File: src/rtl/mul4_eval_pkg.sv
// Shared types and the golden 2x2-bit multiplier used to score evolved
// mul4 individuals. Operands and products are bit-sliced: bit i of every
// word belongs to test case (lane) i.
package mul4_eval_pkg;

  localparam int LANES          = 16;
  localparam int BITS_PER_LANE  = 4;
  localparam int BITS_PER_BATCH = LANES * BITS_PER_LANE;

  typedef logic [LANES-1:0] lane_word_t;

  typedef enum logic {
    ACCUM  = 1'b0,
    REPORT = 1'b1
  } state_t;

  typedef struct packed {
    lane_word_t g3;
    lane_word_t g2;
    lane_word_t g1;
    lane_word_t g0;
  } golden_t;

  // Bitwise 2x2 unsigned multiply on bit-sliced words: {a1,a0} * {b1,b0}.
  function automatic golden_t golden_mul4(input lane_word_t a1,
                                          input lane_word_t a0,
                                          input lane_word_t b1,
                                          input lane_word_t b0);
    golden_t g;
    g.g0 = a0 & b0;
    g.g1 = (a1 & b0) ^ (a0 & b1);
    g.g2 = (a1 & b1) & ~(a0 & b0);
    g.g3 = a1 & a0 & b1 & b0;
    return g;
  endfunction

endpackage

File: src/rtl/mul4_popcount64.sv
// Combinational population count of a 64-bit hit vector (0..64).
module mul4_popcount64 (
  input  logic [63:0] i_bits,
  output logic [6:0]  o_count
);

  logic [6:0] w_sum;

  // Plain adder chain; synthesis folds it into a balanced tree.
  always_comb begin
    w_sum = 7'd0;
    for (int i = 0; i < 64; i++) begin
      w_sum = w_sum + 7'(i_bits[i]);
    end
  end

  assign o_count = w_sum;

endmodule

File: src/rtl/mul4_fitness_scorer.sv
// Scores a candidate mul4 individual: accepts NUM_BATCHES bit-sliced result
// batches, counts product bits matching the golden multiplier, and reports
// the accumulated score once per evaluation.
//
// Handshakes: a batch transfers on a rising edge where in_valid && in_ready;
// the score transfers on a rising edge where out_valid && out_ready. Once
// valid is raised, the presented data and valid are held by the producer
// until the transfer edge; score/perfect are held stable while out_valid is
// high and out_ready is low.
//
// Pipeline: transfer edge registers batch hits (stage 1); next edge adds
// them into the accumulator (stage 2); the edge after that moves the final
// sum into the score register and enters REPORT, so out_valid rises exactly
// two cycles after the final transfer.
module mul4_fitness_scorer
  import mul4_eval_pkg::*;
#(
  parameter  int NUM_BATCHES = 4,
  localparam int SCORE_W     = $clog2(BITS_PER_BATCH * NUM_BATCHES + 1)
) (
  input  logic               clk,
  input  logic               rst_n,
  input  logic               clear,
  input  logic               in_valid,
  output logic               in_ready,
  input  lane_word_t         a1,
  input  lane_word_t         a0,
  input  lane_word_t         b1,
  input  lane_word_t         b0,
  input  lane_word_t         y3,
  input  lane_word_t         y2,
  input  lane_word_t         y1,
  input  lane_word_t         y0,
  output logic               out_valid,
  input  logic               out_ready,
  output logic [SCORE_W-1:0] score,
  output logic               perfect,
  output state_t             dbg_state
);

  localparam int CNT_W = (NUM_BATCHES > 1) ? $clog2(NUM_BATCHES) : 1;
  localparam logic [CNT_W-1:0]   LAST_IDX      = CNT_W'(NUM_BATCHES - 1);
  localparam logic [SCORE_W-1:0] PERFECT_SCORE = SCORE_W'(BITS_PER_BATCH * NUM_BATCHES);

  state_t               r_state;
  state_t               w_state_nxt;
  logic [CNT_W-1:0]     r_batch_cnt;
  logic                 r_last_taken;
  logic                 r_s1_valid;
  logic                 r_s1_last;
  logic [6:0]           r_s1_hits;
  logic                 r_s2_last;
  logic [SCORE_W-1:0]   r_acc;
  logic [SCORE_W-1:0]   r_score;
  logic                 r_perfect;

  golden_t              w_golden;
  logic [63:0]          w_hit_vec;
  logic [6:0]           w_batch_hits;
  logic                 w_take;
  logic                 w_is_last;
  logic                 w_report_done;
  logic                 w_sync_clr;

  assign w_golden  = golden_mul4(a1, a0, b1, b0);
  assign w_hit_vec = {~(y3 ^ w_golden.g3), ~(y2 ^ w_golden.g2),
                      ~(y1 ^ w_golden.g1), ~(y0 ^ w_golden.g0)};

  mul4_popcount64 u_popcount (
    .i_bits  (w_hit_vec),
    .o_count (w_batch_hits)
  );

  assign w_take        = in_valid && in_ready;
  assign w_is_last     = (r_batch_cnt == LAST_IDX);
  assign w_report_done = (r_state == REPORT) && out_ready;
  assign w_sync_clr    = !rst_n || clear;

  // State register; reset and clear both abandon the current evaluation.
  always_ff @(posedge clk) begin
    if (w_sync_clr) begin
      r_state <= ACCUM;
    end else begin
      r_state <= w_state_nxt;
    end
  end

  // Next state: report once the final batch has been accumulated.
  always_comb begin
    w_state_nxt = r_state;
    case (r_state)
      ACCUM:   if (r_s2_last) w_state_nxt = REPORT;
      REPORT:  if (out_ready) w_state_nxt = ACCUM;
      default: w_state_nxt = ACCUM;
    endcase
  end

  // Handshake outputs decoded from state; no batch accepted after the last one.
  always_comb begin
    in_ready  = (r_state == ACCUM) && !r_last_taken;
    out_valid = (r_state == REPORT);
    score     = r_score;
    perfect   = r_perfect;
    dbg_state = r_state;
  end

  // Batch pipeline, accumulator and score capture. Stage-1 data only loads
  // on a transfer, so idle data inputs never reach the accumulator.
  always_ff @(posedge clk) begin
    if (w_sync_clr) begin
      r_batch_cnt  <= '0;
      r_last_taken <= 1'b0;
      r_s1_valid   <= 1'b0;
      r_s1_last    <= 1'b0;
      r_s1_hits    <= '0;
      r_s2_last    <= 1'b0;
      r_acc        <= '0;
      r_score      <= '0;
      r_perfect    <= 1'b0;
    end else begin
      r_s1_valid <= w_take;
      if (w_take) begin
        r_s1_hits   <= w_batch_hits;
        r_s1_last   <= w_is_last;
        r_batch_cnt <= w_is_last ? '0 : r_batch_cnt + 1'b1;
      end
      r_s2_last <= r_s1_valid && r_s1_last;

      if (w_report_done) begin
        r_acc <= '0;
      end else if (r_s1_valid) begin
        r_acc <= r_acc + SCORE_W'(r_s1_hits);
      end

      if (w_report_done) begin
        r_last_taken <= 1'b0;
        r_batch_cnt  <= '0;
      end else if (w_take && w_is_last) begin
        r_last_taken <= 1'b1;
      end

      if ((r_state == ACCUM) && r_s2_last) begin
        r_score   <= r_acc;
        r_perfect <= (r_acc == PERFECT_SCORE);
      end
    end
  end

endmodule

File: config.mk
export PLATFORM = sky130hd
export DESIGN_NAME = mul4_fitness_scorer
export DESIGN_NICKNAME = d
export VERILOG_FILES = /design/src/rtl/mul4_eval_pkg.sv /design/src/rtl/mul4_popcount64.sv /design/src/rtl/mul4_fitness_scorer.sv
export SDC_FILE = /design/constraint.sdc
export NUM_CORES = 1
export LEC_CHECK = 0
export ABC_AREA = 1
export CAP_MARGIN = 40
export CORE_MARGIN = 2
export CORE_UTILIZATION = 30
export CTS_CLUSTER_DIAMETER = 80
export CTS_CLUSTER_SIZE = 28
export DETAILED_ROUTE_END_ITERATION = 10
export SLEW_MARGIN = 20
export SYNTH_ARGS = -nofsm -noshare
export SYNTH_HDL_FRONTEND = slang
export SYNTH_HIERARCHICAL = 1
export SYNTH_SLANG_ARGS = --single-unit
export TNS_END_PERCENT = 5
File: constraint.sdc
create_clock -name clk -period 16.1 [get_ports clk]
set_input_delay 2.415 -clock clk [delete_from_list [all_inputs] [get_ports clk]]
set_output_delay 2.415 -clock clk [all_outputs]
set_load 0.05 [all_outputs]
# Yosys cells after proc, flatten, opt, wreduce, memory -nomap -nowiden
# Cells that the tools add are included.
classes:
  add_sub_neg: 65
  n_eq_ne: 2
  muxes: 4
  bitwise_logic: 19
  n_reduce_logical: 10
op_table:
  columns: ["cell", "n"]
  rows:
  - ["adder 7 x 1 -> 7 bit", 62]
  - ["bitwise AND 16 bit", 8]
  - ["NOT 16 bit", 5]
  - ["bitwise XOR 16 bit", 5]
  - ["adder 9 x 7 -> 9 bit", 1]
  - ["== test 9 bit, second input constant", 1]
  - ["logical AND 1 bit", 6]
  - ["adder 1 x 1 -> 2 bit", 1]
  - ["adder 2 x 1 -> 2 bit, second input constant", 1]
  - ["== test 2 bit, second input constant", 1]
  - ["zero test 1 bit", 2]
  - ["two-way mux 1 bit", 2]
  - ["two-way mux 2 bit", 1]
  - ["case mux 1 bit (2 select lines)", 1]
  - ["OR reduction 2 bit", 1]
  - ["logical OR 1 bit", 1]
  - ["NOT 1 bit", 1]
word_totals:
  register_bits: 33
  out_inout_bits: 13
  wordCells: 110

# Longest topological paths before layout
# Gate-level depths: netlist of run 1.
depth:
  word_depth: 66
  ltp_mapped: 28
  ltp_nobuf: 28

# Modules after synthesis
# Netlist of run 1, hierarchy kept.
by_module_without_submodules:
  columns: ["module", "n_inst", "cells_per_inst", "area_per_inst_um2", "seq_area_each_um2"]
  rows:
  - ["mul4_fitness_scorer", 1, 371, 2628.8, 660.6]
  - ["mul4_popcount64", 1, 179, 1707.9, 0.0]

# Worst setup path before layout of run 1
# Ideal clock, no wire load.
synth_path:
  path_kind: "input -> register"
  startpoint: "in b0[11]"
  endpoint: "reg r_s1_hits[4]"
  setup_time_ns: 0.116
  arrival_time_ns: 8.006
  path_slack_ns: 7.978
  stages: 24
  n_path_buf: 0
  cell_sequence: "nand2_1 -> nor2_1 -> xnor2_1 -> inv_1 -> fa_1 -> fa_1 -> inv_1 -> fa_1 -> inv_1 -> fa_1 -> inv_1 -> fa_1 -> inv_1 -> fa_1 -> fa_1 -> fa_1 -> inv_1 -> ha_1 -> fa_1 -> nand3_1 -> nand2_1 -> xor2_1 -> o21ai_0 -> nor2_1"
synth_rtl:
  columns: ["element", "line", "rtl"]
  rows:
  - ["start, declared", "mul4_fitness_scorer.sv:29", "input lane_word_t b0,"]
  - ["bitwise AND 16 bit", "mul4_eval_pkg.sv:33", "g.g3 = a1 & a0 & b1 & b0;"]
  - ["bitwise XOR 16 bit", "mul4_fitness_scorer.sv:66", "assign w_hit_vec = {~(y3 ^ w_golden.g3), ~(y2 ^ w_golden.g2),"]
  - ["NOT 16 bit", "mul4_fitness_scorer.sv:66", null]
  - ["net w_hit_vec[59]", "mul4_fitness_scorer.sv:58", "logic [63:0] w_hit_vec;"]
  - ["adder 7 x 1 -> 7 bit (5 in a row)", "mul4_popcount64.sv:13", "w_sum = w_sum + 7'(i_bits[i]);"]
  - ["net w_batch_hits[4]", "mul4_fitness_scorer.sv:59", "logic [6:0] w_batch_hits;"]
  - ["end signal, assigned", "mul4_fitness_scorer.sv:123", "r_s1_hits <= w_batch_hits;"]
  - ["end, declared", "mul4_fitness_scorer.sv:51", "logic [6:0] r_s1_hits;"]
# The timed path passes the listed nets, and every way through them passes these cells.
# A chain may end at the register's enable or synchronous reset.

# Worst setup path after layout of run 1
layout_path:
  startpoint: "in b0[11]"
  endpoint: "reg r_s1_hits[6]"
# Same word-level chain as after synthesis.

==> results of run 1 <==
[worst min path at each step]
stage	slack, ns	end	depth (start not counted)	start
floorplan	0.42	r_s2_last$_SDFF_PP0_	2	r_s1_last$_SDFFE_PP0P_
global route	0.47	r_s2_last$_SDFF_PP0_	2	r_s1_last$_SDFFE_PP0P_
CTS	0.45	r_s2_last$_SDFF_PP0_	2	r_s1_last$_SDFFE_PP0P_
detailed placement	0.44	r_s2_last$_SDFF_PP0_	2	r_s1_last$_SDFFE_PP0P_
finish	0.45	r_s2_last$_SDFF_PP0_	2	r_s1_last$_SDFFE_PP0P_
global placement	0.44	r_s2_last$_SDFF_PP0_	2	r_s1_last$_SDFFE_PP0P_
[cell usage in the layout (no fill, tap or decap), types with 17 or more instances in the layout]
cell type / instances
clkdlybuf4s50_1: 145
dfxtp_1: 33
fa_1: 55
ha_1: 23
inv_1: 102
nand2_1: 81
nand3_1: 29
nor2_1: 64
o21ai_0: 32
xnor2_1: 17
xor2_1: 51
[tightest hold or removal path, cell delays in order (launching register included)]
cell	delay (ns)
dfxtp_1	0.31
nand2_1	0.06
nor2_1	0.04
[synth_stat cells (all sizes together)]
master and n:
o211a 1, clkinv 1, o21ai 35, nand3b 4, xor2 51, inv 104, nand3 29, a21oi 14
xnor2 17, nand4 1, or2 2, fa 55, nor2 68, o211ai 2, nand2 84, a22o 16
nor4 1, nor3b 1, buf 6, nor2b 1, clkbuf 1, dfxtp 33, ha 23
[kinds of logic after synthesis]
kind of cell	count (synthesis)	share of synthesized area, %
buffers and inverters	112	10.3
XOR/XNOR	68	13.7
AND/OR/NAND/NOR	191	19.0
AO/OA/AOI/OAI	68	9.72
adder cells (fa/ha/maj)	78	32.0
flip-flops	33	15.2
[state kept, by name (all words and copies together), names as in the netlist]
signal,flops
r_batch_cnt,2
score,9
r_s1_hits,7
r_acc,9
r_last_taken,1
dbg_state,1
r_s2_last,1
r_s1_valid,1
r_s1_last,1
perfect,1
[routing by layer]
metal  up-vias  global-route usage [%]
li1       1995                       -
met1      1792                    14.5
met2        97                    28.5
met3        12                    2.32
met4         0                    3.04
met5         -                       0
[layout make-up]
cell class / instances / area [sq um] / area share (%)
Clock inverter: 1 / 5.00 / 0.0817
Sequential cell: 33 / 661 / 10.8
Inverter: 105 / 399 / 6.52
Clock buffer: 7 / 153 / 2.49
Multi-Input combinational cell: 405 / 3230 / 52.7
Tap cell: 180 / 225 / 3.68
Timing Repair Buffer: 145 / 1450 / 23.7
[per-stage QoR]
stage,hold slack [ns],instances
3_5_place_dp,0.437,868
6_report,0.445,876
4_1_cts,0.447,876
2_1_floorplan,0.423,550
3_3_place_gp,0.440,868
5_1_grt,0.469,876
==> qor.log, run 1 <==
qor: timing.post_route_setup_tns 0 ns
qor: clock_tree.clkTransAtPathRegs 0.05 ns
qor: global_route.maximum_number_of_pins_on_one_net_before_global_route_repair 18
qor: floorplanning.die_height 124 um
qor: floorplanning.die_area 0.0154 sq mm
qor: finish.antenna_fix_cells 0
qor: routing.route.detailed.drc 0
qor: timing.layout_worst_path_cycle_share 53.9%
qor: worst_setup_path.ff2ff_setup_slack 14.43 ns
qor: timing.setup_slack 7.43 ns
qor: routing.detailroute.via_count 3896
qor: clock_tree.clk-insertion-delay-late 0.27 ns
qor: timing.final_hold_viol_count 0
qor: worst_setup_path.path_class input port to flop
qor: placement.placement.setup.worst_slack 7.14 ns
qor: placement.place.gp.congestion 0.812
qor: routing.totalWireLength 10.5 mm
qor: routing.drt_first_pass_iters 6
qor: worst_setup_path.regToRegEndpoint r_acc[6]$_SDFFE_PP0P_
qor: yosys.yosys_register_bits 33
qor: finish.layout-drive-gt1-share 3.45%
qor: global_route.globalRoute.totalOverflow 0
qor: routing.drt-wirelength-per-cell 11.9 um
qor: routing.number_of_drc_markers_in_iteration_0 146
qor: worst_setup_path.worst-path-max-fanout 4
qor: clock_tree.clock-sinks 33
qor: worst_setup_path.regToRegStartpoint r_s1_hits[0]$_SDFFE_PP0P_
qor: yosys.synth_area_leaders fa_1, dfxtp_1, xor2_1, inv_1, nand2_1
qor: routing.wl_met3 484 um
qor: worst_setup_path.path_depth 26
qor: clock_tree.ctsHoldBuffers 0
qor: routing.ant_nets 0
qor: yosys.yosysTopAreaCell fa_1
qor: worst_setup_path.end_kind flop
qor: run.timing.max_cap.violations 0
qor: placement.place.detailed.hpwl 9.64 mm
qor: routing.post_route_m1_wl 3.98 mm
qor: worst_setup_path.path_common_cell fa_1
qor: worst_setup_path.critical_path.max_stage_delay 0.55 ns
qor: timing.slew_headroom 60.9%
qor: yosys.gate_count_post_synth 550
qor: routing.route.met2.wl 5.81 mm
qor: clock_tree.cts_buffers 5
qor: worst_setup_path.cp_num_buf_inv 7
qor: yosys.post_synth_num_cell_types 32
qor: clock_tree.cts-root-buf clkbuf_16
qor: yosys.syn-cell-area 0.00434 sq mm
qor: clock_tree.clock_tree.buffer_depth 2
qor: global_route.global_route.usage.total 13.9%
qor: timing.fmax 0.115 GHz
qor: timing.slew_at_the_pin_closest_to_its_max_slew_limit 0.585 ns
qor: floorplanning.core-area 0.0140 sq mm
qor: global_route.grt_first_pass_wirelength 18.1 mm
qor: floorplanning.floorplan.die.width 124 um
qor: timing.grt_setup_unrepaired no
qor: timing.timing_max_transition_violations_final 0
qor: finish.syn2layout_area_growth 41.2%
qor: timing.fin_crit_period 8.67 ns
qor: floorplanning.io_count 146
qor: floorplanning.std_cell_rows 43
qor: placement.number_of_input_and_output_port_buffers_inserted 145
qor: placement.placement.cell_area 0.00597 sq mm
qor: worst_setup_path.worst_setup_path_startpoint b0[11]
qor: global_route.first_global_vias 4184
qor: routing.topRoutingLayerUsed met4
qor: finish.fillCellCount 1430
qor: yosys.post-synth-top-area-fraction 25.4%
qor: clock_tree.cts_tree done
qor: run_status.status finished clean
qor: worst_setup_path.reg2regPathDepth 10
qor: routing.viasPerCell 4.45
qor: yosys.syn-num-nets 761
qor: worst_setup_path.crit_path_start_kind input port
qor: yosys.seq_area_frac_synth 15.2%
qor: clock_tree.cts_setup_buffers 0
qor: timing.setup-violations-final 0
qor: clock_tree.cts_resized 0
qor: finish.layout.core_utilization 43.8%
qor: clock_tree.htreeDepth 2
qor: worst_setup_path.cp.required 16.26 ns
qor: timing.clock_skew 0.00499 ns
qor: finish.final_nets 906
qor: finish.final_area 0.00612 sq mm
qor: yosys.post_synthesis_mean_instance_area 7.88 sq um
qor: worst_setup_path.worst_path_max_delay_cell fa_1
qor: min_path.min_path_type flop to flop
qor: global_route.antenna_found_initial 0
qor: worst_setup_path.worstSetupEndpoint r_s1_hits[6]$_SDFFE_PP0P_
qor: worst_setup_path.arrival 8.84 ns
qor: yosys.ys.warnings.count 6
qor: floorplanning.initial_core_util 31.0%
qor: worst_setup_path.path_delay_family adder cells
Power of run 1 is left out: the tool's default activity adds up to more than one toggle a clock period on the data nets, which glitch-free logic cannot reach.
==> inputs of run 2 (changes only) <==
==> constraint.sdc (replaced) <==
create_clock -name clk -period 7.8 [get_ports clk]
set_input_delay 1.17 -clock clk [delete_from_list [all_inputs] [get_ports clk]]
set_output_delay 1.17 -clock clk [all_outputs]
set_load 0.05 [all_outputs]
==> qor.log, run 2 (synthesis results as in run 1) <==
qor: run_status.status finished clean
qor: clock_tree.cts_resized 0 [unchanged]
qor: placement.number_of_input_and_output_port_buffers_inserted 145 [unchanged]
qor: timing.fin_hold_ws 0.458 ns [+0.0128 ns]
qor: run.timing.max_cap.violations 0 [unchanged]
qor: clock_tree.clock-sinks 33 [unchanged]
qor: finish.antenna_fix_cells 0 [unchanged]
qor: timing.fmax 0.136 GHz
qor: placement.place.gp.congestion 0.804 [-1.1%]
qor: floorplanning.initial_core_util 31.0% [unchanged]
qor: finish.layout.core_utilization 43.7% [-0.11 points]
qor: clock_tree.cts_tree done
qor: global_route.first_global_vias 4193 [+0.22%]
qor: timing.layout_worst_path_cycle_share 94.5%
qor: global_route.globalRoute.totalOverflow 0 [unchanged]
qor: worst_setup_path.cp.required 7.97 ns [-8.29 ns]
qor: floorplanning.floorplan.die.width 124 um [unchanged]
qor: routing.drt-wirelength-per-cell 12.5 um [+5.1%]
qor: timing.clock_skew 0.00302 ns [-0.00197 ns]
qor: floorplanning.core-area 0.0140 sq mm [unchanged]
qor: timing.setup-violations-final 0 [unchanged]
qor: routing.number_of_drc_markers_in_iteration_0 114 [-22%]
qor: floorplanning.io_count 146 [unchanged]
qor: clock_tree.clock_tree.buffer_depth 2 [unchanged]
qor: routing.ant_nets 0 [unchanged]
qor: routing.totalWireLength 11.0 mm [+5.0%]
qor: finish.layout_commonest_cell clkdlybuf4s50_1
qor: timing.final_hold_viol_count 0 [unchanged]
qor: worst_setup_path.arrival 7.54 ns [-1.30 ns]
qor: floorplanning.die_height 124 um [unchanged]
qor: clock_tree.cts-root-buf clkbuf_16
qor: min_path.min_path_type flop to flop
qor: timing.post_route_setup_tns 0 ns [unchanged]
qor: global_route.maximum_number_of_pins_on_one_net_before_global_route_repair 18 [unchanged]
qor: routing.detailroute.via_count 3904 [+0.21%]
qor: routing.route.detailed.drc 0 [unchanged]
qor: timing.fin_crit_period 7.37 ns
qor: clock_tree.cts_buffers 5 [unchanged]
qor: floorplanning.die_area 0.0154 sq mm [unchanged]
qor: global_route.grt_first_pass_wirelength 18.3 mm [+0.91%]
qor: finish.layout.cells.most_common_list clkdlybuf4s50_1, inv_1, nand2_1
qor: clock_tree.clk-insertion-delay-late 0.28 ns [about the same]
qor: finish.final_nets 906 [unchanged]
qor: floorplanning.std_cell_rows 43 [unchanged]
qor: timing.slew_headroom 64.0% [+3.1 points]
qor: routing.viasPerCell 4.46 [+0.32%]
qor: finish.syn2layout_area_growth 40.9%
qor: clock_tree.cts_setup_buffers 0 [unchanged]
qor: clock_tree.htreeDepth 2 [unchanged]
qor: worst_setup_path.crit_path_start_kind input port
qor: routing.drt_first_pass_iters 4 [-2]
qor: global_route.antenna_found_initial 0 [unchanged]
qor: timing.timing_max_transition_violations_final 0 [unchanged]
qor: placement.place.detailed.hpwl 10.1 mm [+5.3%]
qor: finish.layout-drive-gt1-share 3.17% [-0.28 points]
qor: worst_setup_path.path_class input port to flop
qor: global_route.global_route.usage.total 14.2% [+0.35 points]
qor: clock_tree.clkTransAtPathRegs 0.05 ns [about the same]
qor: worst_setup_path.end_kind flop
qor: timing.grt_setup_unrepaired no
qor: clock_tree.ctsHoldBuffers 0 [unchanged]
qor: worst_setup_path.worst-path-max-fanout 4 [unchanged]
qor: timing.slew_at_the_pin_closest_to_its_max_slew_limit 0.539 ns [-0.0464 ns]
-- run 2: cell types whose count changed in the layout (fill, tap and decap cells not counted), sizes merged --
cell	delta
clkinv	-1
-- run 2: area by class of cell --
type,instances,area [sq um]
inverter,105,399
fill,1423,7880
clock buffer,7,143
sequential,33,661
tap,180,225
multi-input combinational,405,3230
timing repair buffer,145,1450
-- run 2: metrics by stage --
| stage | std cells | cell area, sq um | setup WS (ns) |
|---|---|---|---|
| finish | 875 | 6110 | 0.427 |
| global route | 875 | 6110 | 0.115 |
| CTS | 875 | 6110 | 0.393 |
| detailed placement | 868 | 5970 | 0.106 |
| global placement | 868 | 5970 | 0.195 |
| floorplan | 550 | 4340 | 0.923 |
-- run 2: worst paths after layout --
check        slack, ns                        end  cells past startpoint                    from
max reg2reg       6.15      r_acc[6]$_SDFFE_PP0P_                     10   r_acc[0]$_SDFFE_PP0P_
min               0.46       r_s2_last$_SDFF_PP0_                      2  r_s1_last$_SDFFE_PP0P_
min reg2reg       0.46       r_s2_last$_SDFF_PP0_                      2  r_s1_last$_SDFFE_PP0P_
max               0.43  r_s1_hits[4]$_SDFFE_PP0P_                     23                   b0[9]
-- run 2: worst max-delay path: stages --
cell,delay [ns]
clkdlybuf4s50_1,0.48
nand2_1,0.11
o21ai_0,0.26
xor2_1,0.17
inv_1,0.07
fa_1,0.50
fa_1,0.51
inv_1,0.05
fa_1,0.49
inv_1,0.06
fa_1,0.52
fa_1,0.43
fa_1,0.52
fa_1,0.44
fa_1,0.49
inv_1,0.05
ha_1,0.23
fa_1,0.47
nand3_1,0.10
nand2_1,0.08
xor2_1,0.15
o21ai_0,0.15
nor2_1,0.05
-- run 2: routing by layer --
layer | global-route usage [%] | part of all wire (%) | vias to the layer above
li1 | - | - | 1986
met1 | 13.5 | 37 | 1802
met2 | 29.9 | 56 | 99
met3 | 2.88 | 5.0 | 17
met4 | 4.23 | 2.0 | 0
met5 | 0 | 0 | -
Power of run 2 is left out for the same reason.
==> inputs of run 3 (changes only) <==
--- a/config.mk
+++ b/config.mk
@@ -5,7 +5,6 @@
 export SDC_FILE = /design/constraint.sdc
 export NUM_CORES = 1
 export LEC_CHECK = 0
-export ABC_AREA = 1
 export CAP_MARGIN = 40
 export CORE_MARGIN = 2
 export CORE_UTILIZATION = 30
==> qor.log, run 3 <==
qor: run_status.status finished clean
qor: worst_setup_path.regToRegStartpoint r_acc[0]$_SDFFE_PP0P_
qor: worst_setup_path.arrival 7.60 ns [+0.06 ns]
qor: floorplanning.die_height 123 um [-0.63%]
qor: timing.fmax 0.134 GHz [-0.89%]
qor: worst_setup_path.ff2ff_setup_slack 5.87 ns [-0.28 ns]
qor: worst_setup_path.reg2regPathDepth 6 [-4]
qor: floorplanning.std_cell_rows 43 [unchanged]
qor: routing.detailroute.via_count 3799 [-2.7%]
qor: worst_setup_path.worstSetupEndpoint r_s1_hits[4]$_SDFFE_PP0P_
qor: finish.layout_commonest_cell clkdlybuf4s50_1
qor: floorplanning.io_count 146 [unchanged]
qor: worst_setup_path.path_common_cell fa_1
qor: routing.number_of_drc_markers_in_iteration_0 127 [+11%]
qor: timing.slew_headroom 58.5% [-5.5 points]
qor: clock_tree.htreeDepth 2 [unchanged]
qor: yosys.yosysTopAreaCell fa_1
qor: yosys.syn-num-nets 720 [-5.4%]
qor: worst_setup_path.end_kind flop
qor: routing.drt-wirelength-per-cell 13.1 um [+4.6%]
qor: worst_setup_path.cp_num_buf_inv 5 [unchanged]
qor: yosys.synth-edff-count 0 [unchanged]
qor: routing.ant_nets 0 [unchanged]
qor: worst_setup_path.critical_path.cell_chain clkdlybuf4s50_1 -> nand2_1 -> xor2_1 -> xnor2_1 -> inv_1 -> fa_1 -> fa_1 -> inv_1 -> fa_1 -> inv_1 -> fa_1 -> fa_1 -> fa_1 -> fa_1 -> fa_1 -> inv_1 -> ha_1 -> fa_1 -> a21o_2 -> a211oi_1 -> a21oi_1 -> nand2_1 -> a21oi_1
qor: floorplanning.floorplan.die.width 123 um [-0.63%]
qor: timing.clock_skew 0.00193 ns [-0.00109 ns]
qor: yosys.gate_count_post_synth 509 [-7.5%]
qor: worst_setup_path.critical_path.max_stage_delay 0.52 ns [about the same]
qor: worst_setup_path.path_delay_family adder cells
qor: timing.setup-violations-final 0 [unchanged]
qor: yosys.syn-cell-area 0.00428 sq mm [-1.3%]
qor: worst_setup_path.crit_path_start_kind input port
qor: finish.antenna_fix_cells 0 [unchanged]
qor: worst_setup_path.worst_setup_path_startpoint b1[7]
qor: floorplanning.core-area 0.0139 sq mm [-0.38%]
qor: global_route.maximum_number_of_pins_on_one_net_before_global_route_repair 24 [+6]
qor: clock_tree.ctsHoldBuffers 0 [unchanged]
qor: placement.place.detailed.hpwl 9.79 mm [-3.6%]
qor: clock_tree.cts_buffers 5 [unchanged]
qor: global_route.antenna_found_initial 0 [unchanged]
qor: clock_tree.cts_tree done
qor: run.timing.max_cap.violations 0 [unchanged]
qor: clock_tree.cts_setup_buffers 0 [unchanged]
qor: timing.layout_worst_path_cycle_share 95.4% [+0.85 points]
qor: clock_tree.cts-root-buf clkbuf_16
qor: timing.final_hold_viol_count 0 [unchanged]
qor: worst_setup_path.regToRegEndpoint r_acc[8]$_SDFFE_PP0P_
qor: placement.place.gp.congestion 0.789 [-1.8%]
qor: yosys.post-synth-top-area-fraction 25.7% [+0.33 points]
qor: global_route.grt_first_pass_wirelength 18.2 mm [-0.60%]
qor: worst_setup_path.path_depth 23 [unchanged]
qor: yosys.post_synthesis_mean_instance_area 8.41 sq um [+6.7%]
qor: floorplanning.die_area 0.0152 sq mm [-1.3%]
qor: timing.grt_setup_unrepaired no
qor: timing.slew_at_the_pin_closest_to_its_max_slew_limit 0.621 ns [+0.0821 ns]
qor: routing.route.detailed.drc 0 [unchanged]
qor: global_route.global_route.usage.total 15.3% [+1.1 points]
qor: routing.drt_first_pass_iters 7 [+3]
qor: routing.totalWireLength 10.9 mm [-0.46%]
qor: floorplanning.initial_core_util 30.7% [-0.28 points]
qor: clock_tree.clkTransAtPathRegs 0.05 ns [about the same]
qor: yosys.async_flop_share 0% [unchanged]
qor: clock_tree.clk-insertion-delay-late 0.28 ns [about the same]
qor: clock_tree.cts_resized 0 [unchanged]
qor: min_path.min_path_type flop to flop
qor: worst_setup_path.worst_path_max_delay_cell fa_1
qor: timing.post_route_setup_tns 0 ns [unchanged]
qor: placement.number_of_input_and_output_port_buffers_inserted 145 [unchanged]
qor: yosys.yosys_register_bits 33 [unchanged]
qor: finish.syn2layout_area_growth 42.2%
qor: yosys.synth_commonest_cells nand2_1, inv_1, xor2_1, fa_1, dfxtp_1
qor: yosys.synth_area_leaders fa_1, dfxtp_1, xor2_1, nand2_1, inv_1
qor: worst_setup_path.worst-path-max-fanout 3 [-1]
qor: yosys.post_synth_num_cell_types 45 [+41%]
qor: global_route.first_global_vias 4010 [-4.4%]
qor: yosys.ys.warnings.count 6 [unchanged]
qor: finish.layout.cells.most_common_list clkdlybuf4s50_1, nand2_1, inv_1
qor: yosys.top_count_cell_post_synth nand2_1
qor: global_route.globalRoute.totalOverflow 0 [unchanged]
qor: worst_setup_path.path_class input port to flop
qor: finish.final_nets 863 [-4.7%]
qor: clock_tree.clock_tree.buffer_depth 2 [unchanged]
qor: yosys.ys_dominant_reg_cell dfxtp_1
qor: timing.timing_max_transition_violations_final 0 [unchanged]
qor: routing.viasPerCell 4.56 [+2.2%]
qor: timing.fin_crit_period 7.44 ns [+0.0665 ns]
qor: yosys.seq_area_frac_synth 15.4% [+0.20 points]
qor: clock_tree.clock-sinks 33 [unchanged]
qor: worst_setup_path.cp.required 7.96 ns [about the same]
qor: finish.layout-drive-gt1-share 1.84% [-1.3 points]
-- run 3: cell types whose count changed after synthesis, moves of 5 or more --
cell / previous run / this run
nand4_1: 1 / 19
o21ai_0: 32 / 1
nand2_1: 81 / 92
inv_1: 102 / 85
xor2_1: 51 / 66
a21o_1: 0 / 5
a22o_1: 16 / 0
nor2_1: 64 / 11
clkbuf_1: 0 / 5
a21oi_1: 11 / 27
nand3_1: 29 / 23
-- run 3: per-stage QoR --
stage | utilization [%] | instances | worst slack, ns | hold slack (ns) | instance area, sq um
after global placement | 42.5 | 825 | 0.135 | 0.428 | 5920
final | 43.7 | 833 | 0.360 | 0.436 | 6090
after CTS | 43.7 | 833 | 0.338 | 0.434 | 6090
after detailed placement | 42.5 | 825 | 0.0505 | 0.427 | 5920
after floorplan | - | 509 | 0.848 | 0.419 | 4280
after global routing | 43.7 | 833 | 0.0580 | 0.447 | 6090
-- run 3: logic make-up after synthesis --
logic type / share of synthesized area (%)
AOI/OAI and AO/OA: 7.89
and+or+nand+nor: 17.9
DFF: 15.4
muxes: 0.702
xor gates and xnor gates: 17.2
adders and majority gates: 32.4
buffers and inverters: 8.42
-- run 3: worst register-to-register path, stage by stage, from the launching register on --
cell and delay, ns:
dfxtp_1 0.34, ha_1 0.22, fa_1 0.42, a21o_1 0.23, a311oi_1 0.36, or3_1 0.16
a21oi_1 0.06
-- run 3: cell type report --
| cell class | count | area, sq um |
|---|---|---|
| fillers | 1358 | 7850 |
| multi-input cells | 382 | 3260 |
| repair buffers | 145 | 1450 |
| flip-flops and latches | 33 | 661 |
| inverters | 85 | 319 |
| well taps | 180 | 225 |
| clock buffers | 7 | 143 |
| clock inverters | 1 | 30.0 |
-- run 3: per-layer routing --
metal	global-route usage, %	vias to the layer above	wire length [um]
met5	0	-	0
met4	3.20	0	135
met3	2.63	15	595
met2	29.0	115	5650
met1	18.0	1753	4540
li1	-	1916	-
-- run 3: worst min path at each step --
stage,startpoint,to,slack [ns],cells after the start
3_5_place_dp,r_s1_last$_SDFFE_PP0P_,r_s2_last$_SDFF_PP0_,0.43,2
6_report,r_s1_last$_SDFFE_PP0P_,r_s2_last$_SDFF_PP0_,0.44,2
4_1_cts,r_s1_last$_SDFFE_PP0P_,r_s2_last$_SDFF_PP0_,0.43,2
2_1_floorplan,r_s1_last$_SDFFE_PP0P_,r_s2_last$_SDFF_PP0_,0.42,2
5_1_grt,r_s1_last$_SDFFE_PP0P_,r_s2_last$_SDFF_PP0_,0.45,2
3_3_place_gp,r_s1_last$_SDFFE_PP0P_,r_s2_last$_SDFF_PP0_,0.43,2
Power of run 3 is left out for the same reason.
